===== src/rtl/fifo_txuart.sv =====
// rtl/fifo_txuart.sv - 8N1 UART transmitter draining a FIFO read port, with CTS flow control and break
module fifo_txuart #(
  parameter logic [23:0] CLOCKS_PER_BAUD = 24'd868
) (
  input  logic       i_clk,
  input  logic       i_rst_n,
  input  logic       i_empty_n,
  input  logic [7:0] i_data,
  output logic       o_rd,
  input  logic       i_cts_n,
  input  logic       i_break,
  output logic       o_uart_tx,
  output logic       o_busy
);

  typedef enum logic [2:0] {S_IDLE, S_START, S_DATA, S_STOP, S_BREAK} state_t;

  localparam logic [23:0] RELOAD = CLOCKS_PER_BAUD - 24'd1;

  state_t      state, state_nx;
  logic [23:0] baud_cnt, baud_cnt_nx;
  logic [2:0]  bit_idx, bit_idx_nx;
  logic [7:0]  sreg, sreg_nx;
  logic        tx_nx;
  logic        period_end;
  logic        ready;
  logic        launch;

  assign period_end = (baud_cnt == 24'd0);
  assign ready      = (state == S_IDLE) || ((state == S_STOP) && period_end);
  // Gated by reset so no pop can be issued while the block is held in reset.
  assign launch     = i_rst_n && ready && i_empty_n && !i_cts_n && !i_break;
  assign o_rd       = launch;
  assign o_busy     = (state != S_IDLE);

  always_ff @(posedge i_clk or negedge i_rst_n) begin
    if (!i_rst_n) begin
      state     <= S_IDLE;
      baud_cnt  <= 24'd0;
      bit_idx   <= 3'd0;
      sreg      <= 8'd0;
      o_uart_tx <= 1'b1;
    end else begin
      state     <= state_nx;
      baud_cnt  <= baud_cnt_nx;
      bit_idx   <= bit_idx_nx;
      sreg      <= sreg_nx;
      o_uart_tx <= tx_nx;
    end
  end

  always_comb begin
    state_nx    = state;
    baud_cnt_nx = period_end ? RELOAD : (baud_cnt - 24'd1);
    bit_idx_nx  = bit_idx;
    sreg_nx     = sreg;
    tx_nx       = o_uart_tx;
    case (state)
      S_IDLE: begin
        baud_cnt_nx = 24'd0;
        tx_nx       = 1'b1;
        if (i_break) begin
          state_nx = S_BREAK;
          tx_nx    = 1'b0;
        end else if (launch) begin
          state_nx    = S_START;
          sreg_nx     = i_data;
          baud_cnt_nx = RELOAD;
          tx_nx       = 1'b0;
        end
      end
      S_START: begin
        tx_nx = 1'b0;
        if (period_end) begin
          state_nx   = S_DATA;
          bit_idx_nx = 3'd0;
          tx_nx      = sreg[0];
        end
      end
      S_DATA: begin
        if (period_end) begin
          if (bit_idx == 3'd7) begin
            state_nx = S_STOP;
            tx_nx    = 1'b1;
          end else begin
            // Line is registered from the post-shift LSB, i.e. the current bit 1.
            sreg_nx    = {1'b0, sreg[7:1]};
            bit_idx_nx = bit_idx + 3'd1;
            tx_nx      = sreg[1];
          end
        end
      end
      S_STOP: begin
        tx_nx = 1'b1;
        if (period_end) begin
          if (launch) begin
            state_nx = S_START;
            sreg_nx  = i_data;
            tx_nx    = 1'b0;
          end else if (i_break) begin
            state_nx = S_BREAK;
            tx_nx    = 1'b0;
          end else begin
            state_nx    = S_IDLE;
            baud_cnt_nx = 24'd0;
          end
        end
      end
      S_BREAK: begin
        // Counter is kept loaded so the exit stop bit is a full period.
        baud_cnt_nx = RELOAD;
        tx_nx       = 1'b0;
        if (!i_break) begin
          state_nx = S_STOP;
          tx_nx    = 1'b1;
        end
      end
      default: begin
        state_nx    = S_IDLE;
        baud_cnt_nx = 24'd0;
        tx_nx       = 1'b1;
      end
    endcase
  end

endmodule


===== config.mk =====
export PLATFORM = sky130hd
export DESIGN_NAME = fifo_txuart
export DESIGN_NICKNAME = d
export VERILOG_FILES = /design/src/rtl/fifo_txuart.sv
export SDC_FILE = /design/constraint.sdc
export NUM_CORES = 1
export LEC_CHECK = 0
export ABC_AREA = 1
export BUFFER_PORTS_ARGS = -buffer_cell sky130_fd_sc_hd__buf_2
export CORE_ASPECT_RATIO = 0.75
export CORE_MARGIN = 2
export CORE_UTILIZATION = 55
export CTS_BUF_LIST = sky130_fd_sc_hd__clkbuf_8
export CTS_CLUSTER_SIZE = 8
export DETAILED_ROUTE_END_ITERATION = 16
export PLACE_DENSITY = 0.79
export SYNTH_ARGS = -nofsm -noshare
export SYNTH_HDL_FRONTEND = slang
export SYNTH_SLANG_ARGS = --single-unit

===== constraint.sdc =====
create_clock -name i_clk -period 2.3 [get_ports i_clk]
set_input_delay 0.345 -clock i_clk [delete_from_list [all_inputs] [get_ports i_clk]]
set_output_delay 0.345 -clock i_clk [all_outputs]
set_load 0.02 [all_outputs]

==> results of run 1 <==
[final cells by class]
| cell class | instances | share of cell area, % |
|---|---|---|
| clock buffers | 6 | 3.22 |
| clock inverters | 2 | 0.341 |
| inverters | 28 | 4.10 |
| multi-input cells | 236 | 47.2 |
| flip-flops and latches | 39 | 38.1 |
| well taps | 55 | 2.68 |
| repair buffers | 20 | 4.39 |
[metal layers]
metal | track usage, % | share of wire [%]
met2 | 35.8 | 42
met1 | 33.6 | 52
met4 | 6.77 | 1.4
met3 | 4.53 | 4.6
met5 | 0 | 0
[metrics by stage]
step	std cells	hold slack, ns	area (sq um)	worst slack [ns]
floorplan	306	0.0494	2300	0.639
global placement	375	0.457	2430	0.349
detailed placement	375	0.459	2430	0.276
CTS	383	0.141	2530	0.0715
global route	386	0.177	2570	0.0142
finish	386	0.114	2570	0.124
[worst reg2reg max path, stage by stage, from the launching register on]
cell and delay [ns]:
sky130_fd_sc_hd__dfrtp_1 0.38, sky130_fd_sc_hd__inv_1 0.08, sky130_fd_sc_hd__ha_2 0.21, sky130_fd_sc_hd__nand2_4 0.09, sky130_fd_sc_hd__nor2_8 0.16, sky130_fd_sc_hd__nand3_4 0.15, sky130_fd_sc_hd__buf_4 0.20, sky130_fd_sc_hd__a21oi_4 0.29
sky130_fd_sc_hd__nand2_4 0.14, sky130_fd_sc_hd__nand2_1 0.08, sky130_fd_sc_hd__nand2_1 0.05
[synth_stat cells (3+ instances only)]
cell type / count
sky130_fd_sc_hd__xor2_1: 9
sky130_fd_sc_hd__nand2_2: 4
sky130_fd_sc_hd__nand4_1: 3
sky130_fd_sc_hd__nor2_2: 7
sky130_fd_sc_hd__ha_1: 3
sky130_fd_sc_hd__inv_1: 23
sky130_fd_sc_hd__o21a_1: 4
sky130_fd_sc_hd__xnor2_1: 4
sky130_fd_sc_hd__nand3_1: 19
sky130_fd_sc_hd__nor3_1: 4
sky130_fd_sc_hd__inv_2: 4
sky130_fd_sc_hd__nand2_4: 4
sky130_fd_sc_hd__nor2_1: 46
sky130_fd_sc_hd__a21oi_1: 9
sky130_fd_sc_hd__dfrtp_1: 38
sky130_fd_sc_hd__o21ai_0: 7
sky130_fd_sc_hd__nand2_1: 99
[power breakdown]
part	switching [W]	internal, W	total (W)
Combinational	0.00164	0.000877	0.00252
Sequential	0.000233	0.000976	0.00121
Clock	0.000234	0.000238	0.000472
[kinds of logic after synthesis]
logic type	after synthesis
simple gates	194
fa+ha+maj	3
compound gates	26
flops	39
xor+xnor	13
buf+inv	31
[state kept, by name, summed over array words and instances (netlist names)]
register,cells
bit_idx,3
sreg,8
state,3
o_uart_tx,1
baud_cnt,24
[repair_timing]
action	4_1_cts	5_1_grt
gates resized for setup	1	3
endpoints found under the hold margin	0	0
setup buffers	0	3
pin swaps	0	1
hold buffers	0	0
endpoints found under the setup margin	1	1
[layout by cell type, fill, tap and decap left out, types with 3 or more instances in the layout]
cell type,n
sky130_fd_sc_hd__nand2_1,98
sky130_fd_sc_hd__nor2_1,46
sky130_fd_sc_hd__dfrtp_1,38
sky130_fd_sc_hd__inv_1,24
sky130_fd_sc_hd__nand3_1,19
sky130_fd_sc_hd__buf_2,15
sky130_fd_sc_hd__a21oi_1,9
sky130_fd_sc_hd__xor2_1,9
sky130_fd_sc_hd__o21ai_0,7
sky130_fd_sc_hd__nor2_2,6
sky130_fd_sc_hd__clkbuf_8,6
sky130_fd_sc_hd__nand2_2,5
sky130_fd_sc_hd__buf_4,5
sky130_fd_sc_hd__inv_2,4
sky130_fd_sc_hd__nand2_4,4
sky130_fd_sc_hd__o21a_1,4
sky130_fd_sc_hd__nor3_1,4
sky130_fd_sc_hd__xnor2_1,4
sky130_fd_sc_hd__nand4_1,3
[worst paths after layout]
check | from | to | slack [ns]
worst min register to register | sreg[4] | sreg[4] | 0.48
min in group i_clk | i_data[7] | sreg[7] | 0.32
worst max register to register | baud_cnt[0] | sreg[0] | 0.36
worst min-delay path | i_rst_n | baud_cnt[19] | 0.11
worst max-delay path | baud_cnt[0] | o_rd | 0.12
max in group asynchronous | i_rst_n | o_uart_tx | 1.82
==> impl_metrics.ini, run 1 <==
[clock_tree]
clkLatencyLatePin_ns = 0.29
clock_sinks = 39
maximum_level_of_the_cts_h_tree = 2
cts.path.max_buffers = 2
clk_pin_slew_worst_paths_ns = 0.08
clk_root_buffer_cell = sky130_fd_sc_hd__clkbuf_8
tritoncts.num_buffers = 5
tritoncts = built

[setup_path]
timing.critical_path.required_ns = 1.96
path_class = reg2out
timing.critical_path.cells = inv_1, ha_2, nand2_4, nor2_8, nand3_4, nand2_2, nand3_1, inv_1, buf_2
crit_path_max_fanout = 10
cp_top_family = simple AND/OR/NAND/NOR gates
cp_num_cells = 9
critPathArrivalTime_ns = 1.83
cpMostUsedCell = sky130_fd_sc_hd__inv_1
crit_path_max_incr_delay_ns = 0.38
cp_slowest_cell = sky130_fd_sc_hd__dfrtp_1
worst_r2r_path_depth = 10
cp-start-kind = register
endpoint_kind = output port
cp_num_buf_inv = 3

[routing]
wl_per_cell_microns = 12.4
detailedRoute.firstIterationViolations = 159
num_vias = 1971
postRouteWirelength_microns = 4800
route.detailed.drc = 0
detailedRoute.firstPassIterationCount = 4
via_per_inst = 5.11
final_antenna_net_count = 0

[synthesis]
syn_area_per_cell_sq_um = 7.51
synth.mux.area_fraction_pct = 0
ys_async_sr_fraction_pct = 100
yosys.area_share.adder_pct = 1.63
synth-compound-area-share_pct = 7.14
synth_top_cells_by_area = sky130_fd_sc_hd__dfrtp_1 41%, sky130_fd_sc_hd__nand2_1 16%, sky130_fd_sc_hd__nor2_1 7.5%
synth_xor_area_share_pct = 4.96
combinational_family_with_the_most_area_after_synthesis = simple AND/OR/NAND/NOR gates
synth_area_sq_um = 2300
netlist_instances = 306
synth_simple_gate_area_share_pct = 38.2
post_synth_num_cell_types = 34
synth_top_cell_by_area = sky130_fd_sc_hd__dfrtp_1
synth_net_count = 322
post_synth_edffs = 0
yosysWarnings = 0
synth-seq-cells = 39
ys_dominant_reg_cell = sky130_fd_sc_hd__dfrtp_1
seq_area_frac_synth_pct = 42.5
synth_largest_type_area_fraction_pct = 41.4

[status]
status = complete, no violations

[floorplan]
core_region_area_sq_um = 4030
floorplan.io_pins = 16
fp-row-count = 20
floorplan.initialDensity_pct = 57.0
chipHeight_microns = 60.0
die_width_microns = 78.6
die_outline_area_sq_um = 4720

[timing]
slew_headroom_pct = 64.7
fmax_mhz = 460
slew_violations = 0
finalHoldViolCount = 0
timing.final.setup_violations = 0
tightestPinTransition_ns = 0.530
fin_setup_tns_ns = 0
post-route-period-util_pct = 94.6
skew_final_ns = 0.00936
rsz0062_at_grt = false
final.min_clock_period_ns = 2.18

[power]
power.total_w = 0.00420
cellPowerDensity_nw_per_um2 = 1640
peakVddDrop_mv = 0.921
power.leakage_nw = 1.42

[global_route]
antenna_found_initial = 0
combined_global_route_utilization_of_all_metal_layers_pct = 23.2
first_global_vias = 1782
first_pass_grt_wire_length_microns = 8380
globalRouteOverflowTotal = 0
grt_start_max_net_pins = 40

[final_layout]
fill_cells = 345
multiInputGateArea_sq_um = 1210
insertedDiodeCount = 0
finish.net_count = 346
finish.utilization_pct = 63.7
synthToLayoutAreaGrowth_pct = 11.7
drive_above_1_share_pct = 17.2
area.sequential_sq_um = 977

[flow_run]
max_cap_viol_count = 0

[placed_design]
gp_congestion = 0.860
dp.final_hpwl_microns = 3580
port_buffers = 15

[min_path]
min-delay-path-class = in2async
(Power assumes the default switching activity.)
==> run 2, diff against run 1 <==
Settings changed: ABC_AREA 1 to unset.
==> impl_metrics.ini, run 2 <==
[status]
status = complete, no violations

[synthesis]
yosysMostFrequentCell = sky130_fd_sc_hd__dfrtp_1
synth_area_sq_um = 2220
synth_top_cells_by_count = 38 x sky130_fd_sc_hd__dfrtp_1, 36 x sky130_fd_sc_hd__nor2_1, 17 x sky130_fd_sc_hd__xnor2_1
ys_dominant_reg_cell = sky130_fd_sc_hd__dfrtp_1
post_synth_edffs = 0
netlist_instances = 217
syn_area_per_cell_sq_um = 10.2
seq_area_frac_synth_pct = 44.0
ys_async_sr_fraction_pct = 100
synth_top_cells_by_area = sky130_fd_sc_hd__dfrtp_1 43%, sky130_fd_sc_hd__xnor2_1 6.7%, sky130_fd_sc_hd__nor2_1 6.1%
synth_top_cell_by_area = sky130_fd_sc_hd__dfrtp_1
synth-seq-cells = 39
yosysWarnings = 0
post_synth_num_cell_types = 49
synth_net_count = 233
synth_largest_type_area_fraction_pct = 42.8

[setup_path]
endpoint_kind = output port
crit_path_max_fanout = 4
worst_r2r_startpoint = baud_cnt[4]
timing.critical_path.required_ns = 1.96
rrSetupSlack_ns = 0.14
worst_r2r_path_depth = 6
regToRegEndpoint = sreg[3]
path_class = reg2out
critPathArrivalTime_ns = 1.92
cp-start-kind = register

[routing]
postRouteWirelength_microns = 4810
num_vias = 1708
wl_per_cell_microns = 16.0
final_antenna_net_count = 0
detailedRoute.firstIterationViolations = 94
via_per_inst = 5.69
route.detailed.drc = 0
detailedRoute.firstPassIterationCount = 4

[floorplan]
chipHeight_microns = 59.0
core_region_area_sq_um = 3760
floorplan.io_pins = 16
die_outline_area_sq_um = 4570
die_width_microns = 77.4
fp-row-count = 19
floorplan.initialDensity_pct = 59.2

[power]
cellPowerDensity_nw_per_um2 = 1020
clock_power_share_pct = 18.7
power.leakage_nw = 1.18
seqPwrFrac_pct = 44.8
sw_frac_of_total_pct = 39.3
internal-power_w = 0.00161
share_comb_of_total_power_pct = 36.5
p_sw_w = 0.00104
peakVddDrop_mv = 0.603

[final_layout]
finish.net_count = 263
post-route-cell-area_sq_um = 2590
max_reg_flops = 24
max_flop_register = baud_cnt
synthToLayoutAreaGrowth_pct = 16.4
insertedDiodeCount = 0
layout_common_cells = 37 x sky130_fd_sc_hd__dfrtp_1, 36 x sky130_fd_sc_hd__nor2_1, 17 x sky130_fd_sc_hd__xnor2_1
reg.largest.list = baud_cnt: 24 flops, sreg: 8 flops
layout_commonest_cell = sky130_fd_sc_hd__dfrtp_1
drive_above_1_share_pct = 27.0
finish.utilization_pct = 68.9
fill_cells = 310
fin_cells = 300

[timing]
final.min_clock_period_ns = 2.27
finalHoldViolCount = 0
skew_final_ns = 0.00878
slew_violations = 0
tightestPinTransition_ns = 0.678
fmax_mhz = 441
timing.final.setup_violations = 0
post-route-period-util_pct = 98.7
hold_ws_ns = 0.110
finalWorstSetupSlack_ns = 0.0304
slew_headroom_pct = 54.3

[global_route]
grt_start_max_net_pins = 40
first_global_vias = 1631
first_pass_grt_wire_length_microns = 8100
combined_global_route_utilization_of_all_metal_layers_pct = 23.1
antenna_found_initial = 0
globalRouteOverflowTotal = 0

[clock_tree]
maximum_level_of_the_cts_h_tree = 2
clk_pin_slew_worst_paths_ns = 0.08
tritoncts.num_buffers = 5
clk_root_buffer_cell = sky130_fd_sc_hd__clkbuf_8
tritoncts = built
clkLatencyLatePin_ns = 0.30
cts.path.max_buffers = 2
clock_sinks = 39

[placed_design]
port_buffers = 15
dp.final_hpwl_microns = 3280
place_area_sq_um = 2420
gp_congestion = 0.840
dp_slack_ns = 0.180
placedCellCount = 287

[min_path]
min-delay-path-class = in2async

[flow_run]
max_cap_viol_count = 0
==> run 2: cell count changes in the layout (fill, tap and decap cells not counted), sizes merged, moves of 11 or more <==
| cell | delta |
|---|---|
| nor2 | -19 |
| nor4 | +11 |
| nand3 | -16 |
| inv | -22 |
| nand2 | -98 |
| mux2 | +12 |
| xnor2 | +13 |
==> run 2: per-stage QoR <==
stage | power, W | TNS [ns]
2_1_floorplan | 0.00179 | 0
3_3_place_gp | 0.00197 | 0
3_5_place_dp | 0.00202 | 0
4_1_cts | 0.00257 | 0
5_1_grt | 0.00282 | -0.0528
6_report | 0.00265 | 0
==> run 2: critical path, stage by stage, from the launching register on <==
cell                      delay [ns]
sky130_fd_sc_hd__dfrtp_1        0.45
sky130_fd_sc_hd__nor4_4         0.30
sky130_fd_sc_hd__nand4_1        0.22
sky130_fd_sc_hd__o31ai_4        0.30
sky130_fd_sc_hd__and2_4         0.19
sky130_fd_sc_hd__buf_2          0.16
==> run 2: final cells by class <==
| cell class | count | area [sq um] | share of cell area (%) |
|---|---|---|---|
| multi-input combinational | 166 | 1230 | 47.5 |
| sequential | 39 | 978 | 37.8 |
| tap | 52 | 65.1 | 2.51 |
| clock inverter | 2 | 12.5 | 0.484 |
| inverter | 5 | 18.8 | 0.725 |
| timing repair buffer | 30 | 200 | 7.74 |
| clock buffer | 6 | 82.6 | 3.19 |
==> run 2: kinds of logic (layout without fill, tap and decap cells) <==
logic type	count (synthesis)	after routing	share of synthesized area [%]
muxes	18	18	9.80
AOI/OAI and AO/OA	27	27	8.28
buffers and inverters	12	43	2.31
DFF	39	39	44.0
xor gates and xnor gates	22	22	8.67
adders and majority gates	3	3	1.69
and+or+nand+nor	96	96	25.3
==> run 2: power by group through the flow <==
stage	Clock [W]	Combinational, W	Sequential [W]
2_1_floorplan	0	0.000673	0.00111
3_3_place_gp	0	0.000815	0.00116
4_1_cts	0.000494	0.000896	0.00118
6_report	0.000496	0.000969	0.00119
3_5_place_dp	0	0.000848	0.00117
5_1_grt	0.000527	0.00108	0.00122
==> run 2: worst max-delay path by stage <==
stage,end,depth (start not counted),startpoint
after floorplan,baud_cnt[15],9,baud_cnt[0]
after global placement,o_rd,5,baud_cnt[18]
after detailed placement,o_rd,5,baud_cnt[18]
after CTS,o_rd,7,baud_cnt[0]
after global routing,o_rd,5,baud_cnt[21]
final,o_rd,5,baud_cnt[19]
==> run 2: repair_timing <==
item                                    in CTS  in global routing
hold buffers                                 0                  0
endpoints found under the setup margin       1                  1
gates resized for setup                      2                  5
pin swaps                                    4                  3
buffers inserted                             4                  1
==> run 2: per-layer routing <==
metal	global-route usage, %	share of wire (%)	vias to the layer above
met5	0	0	-
met4	6.63	1.0	0
met3	4.57	5.1	7
met2	33.2	45	45
met1	35.7	49	827
li1	-	-	829
==> run 3, diff against run 2 <==
Settings changed: REMOVE_ABC_BUFFERS set to 1.
==> impl_metrics.ini, run 3 (synthesis results as in run 2) <==
[clock_tree]
tritoncts.num_buffers = 5
clock_sinks = 39
tritoncts = built
hold_buffers = 0
cts.path.max_buffers = 2
clk_root_buffer_cell = sky130_fd_sc_hd__clkbuf_8
clkLatencyLatePin_ns = 0.29
maximum_level_of_the_cts_h_tree = 2
clk_pin_slew_worst_paths_ns = 0.08

[timing]
rsz0062_at_grt = false
final.min_clock_period_ns = 2.21
timing.final.setup_violations = 0
hold_ws_ns = 0.127
slew_violations = 0
fmax_mhz = 452
post-route-period-util_pct = 96.1
fin_setup_tns_ns = 0
tightestPinTransition_ns = 0.685
finalWorstSetupSlack_ns = 0.0900
skew_final_ns = 0.00507
finalHoldViolCount = 0
slew_headroom_pct = 53.9

[setup_path]
rrSetupSlack_ns = 0.15
endpoint_kind = output port
timing.critical_path.required_ns = 1.96
crit_path_max_fanout = 4
cp-start-kind = register
path_class = reg2out
critPathArrivalTime_ns = 1.86

[global_route]
first_pass_grt_wire_length_microns = 8600
globalRouteOverflowTotal = 0
grt_start_max_net_pins = 40
first_global_vias = 1737
antenna_found_initial = 0
combined_global_route_utilization_of_all_metal_layers_pct = 24.7

[floorplan]
core_region_area_sq_um = 3760
floorplan.io_pins = 16
chipHeight_microns = 59.0
floorplan.initialDensity_pct = 59.2
fp-row-count = 19
die_outline_area_sq_um = 4570
die_width_microns = 77.4

[routing]
postRouteWirelength_microns = 4940
wl_per_cell_microns = 16.2
via_per_inst = 5.74
met2_length_microns = 2180
final_antenna_net_count = 0
wl_met3_microns = 234
route.detailed.drc = 0
detailedRoute.firstPassIterationCount = 4
num_vias = 1751
wirelength_met1_microns = 2450
route.top_layer_used = met4
detailedRoute.firstIterationViolations = 129

[placed_design]
dp.final_hpwl_microns = 3420
gp_congestion = 0.817
dp_slack_ns = 0.106
port_buffers = 15
placedCellCount = 288

[power]
cellPowerDensity_nw_per_um2 = 1060
power.leakage_nw = 1.21
peakVddDrop_mv = 0.706

[status]
status = complete, no violations

[final_layout]
layout_common_cells = 36 x sky130_fd_sc_hd__nor2_1, 34 x sky130_fd_sc_hd__dfrtp_1, 19 x sky130_fd_sc_hd__buf_4
max_reg_flops = 24
finish.net_count = 268
fin_cells = 305
synthToLayoutAreaGrowth_pct = 19.2
layout_commonest_cell = sky130_fd_sc_hd__nor2_1
insertedDiodeCount = 0
max_flop_register = baud_cnt
drive_above_1_share_pct = 29.6
reg.largest.list = baud_cnt: 24 flops, sreg: 8 flops
fill_cells = 297

[flow_run]
max_cap_viol_count = 0

[min_path]
min-delay-path-class = in2async
run 3: critical path, stage by stage (launching register included):
cell,delay (ns)
sky130_fd_sc_hd__dfrtp_2,0.44
sky130_fd_sc_hd__nor4_4,0.39
sky130_fd_sc_hd__nand3_4,0.13
sky130_fd_sc_hd__o31ai_4,0.27
sky130_fd_sc_hd__and2_4,0.18
sky130_fd_sc_hd__buf_2,0.16
run 3: per-layer routing:
layer	vias to the layer above	track usage, %
li1	840	-
met1	862	36.8
met2	39	36.9
met3	10	5.03
met4	0	7.14
met5	-	0
run 3: area by class of cell:
cell class / count / area (sq um) / share of cell area, %
clock buffer: 6 / 82.6 / 3.12
timing repair buffer: 35 / 238 / 8.97
clock inverter: 2 / 35.0 / 1.32
inverter: 5 / 18.8 / 0.709
tap: 52 / 65.1 / 2.46
multi-input combinational: 166 / 1230 / 46.3
sequential: 39 / 982 / 37.1
run 3: path summary, 6_finish.rpt:
check / to / cells past startpoint / start
max: o_rd / 5 / baud_cnt[7]
max reg2reg: sreg[4] / 6 / baud_cnt[4]
min: baud_cnt[18] / 2 / i_rst_n
min in group i_clk: state[2] / 2 / i_break
min reg2reg: bit_idx[0] / 1 / bit_idx[0]
max in group asynchronous: baud_cnt[7] / 2 / i_rst_n
run 3: power by group:
group	switching, W	internal (W)	total (W)
Clock	0.000243	0.000351	0.000594
Combinational	0.000511	0.000523	0.00103
Sequential	0.000281	0.000901	0.00118
run 3: timing repair:
item / CTS / global route
cloned: 0 / 0
resized for setup: 4 / 5
setup endpoints to repair: 1 / 1
buffers inserted: 4 / 5
pin swaps: 7 / 5
run 3: through the flow:
| stage | area, sq um | power (W) | util, % |
|---|---|---|---|
| 3_3_place_gp | 2420 | 0.00198 | 64.6 |
| 6_report | 2650 | 0.00281 | 70.5 |
| 5_1_grt | 2650 | 0.00300 | 70.5 |
| 2_1_floorplan | 2190 | 0.00177 | - |
| 3_5_place_dp | 2420 | 0.00202 | 64.6 |
| 4_1_cts | 2600 | 0.00271 | 69.1 |
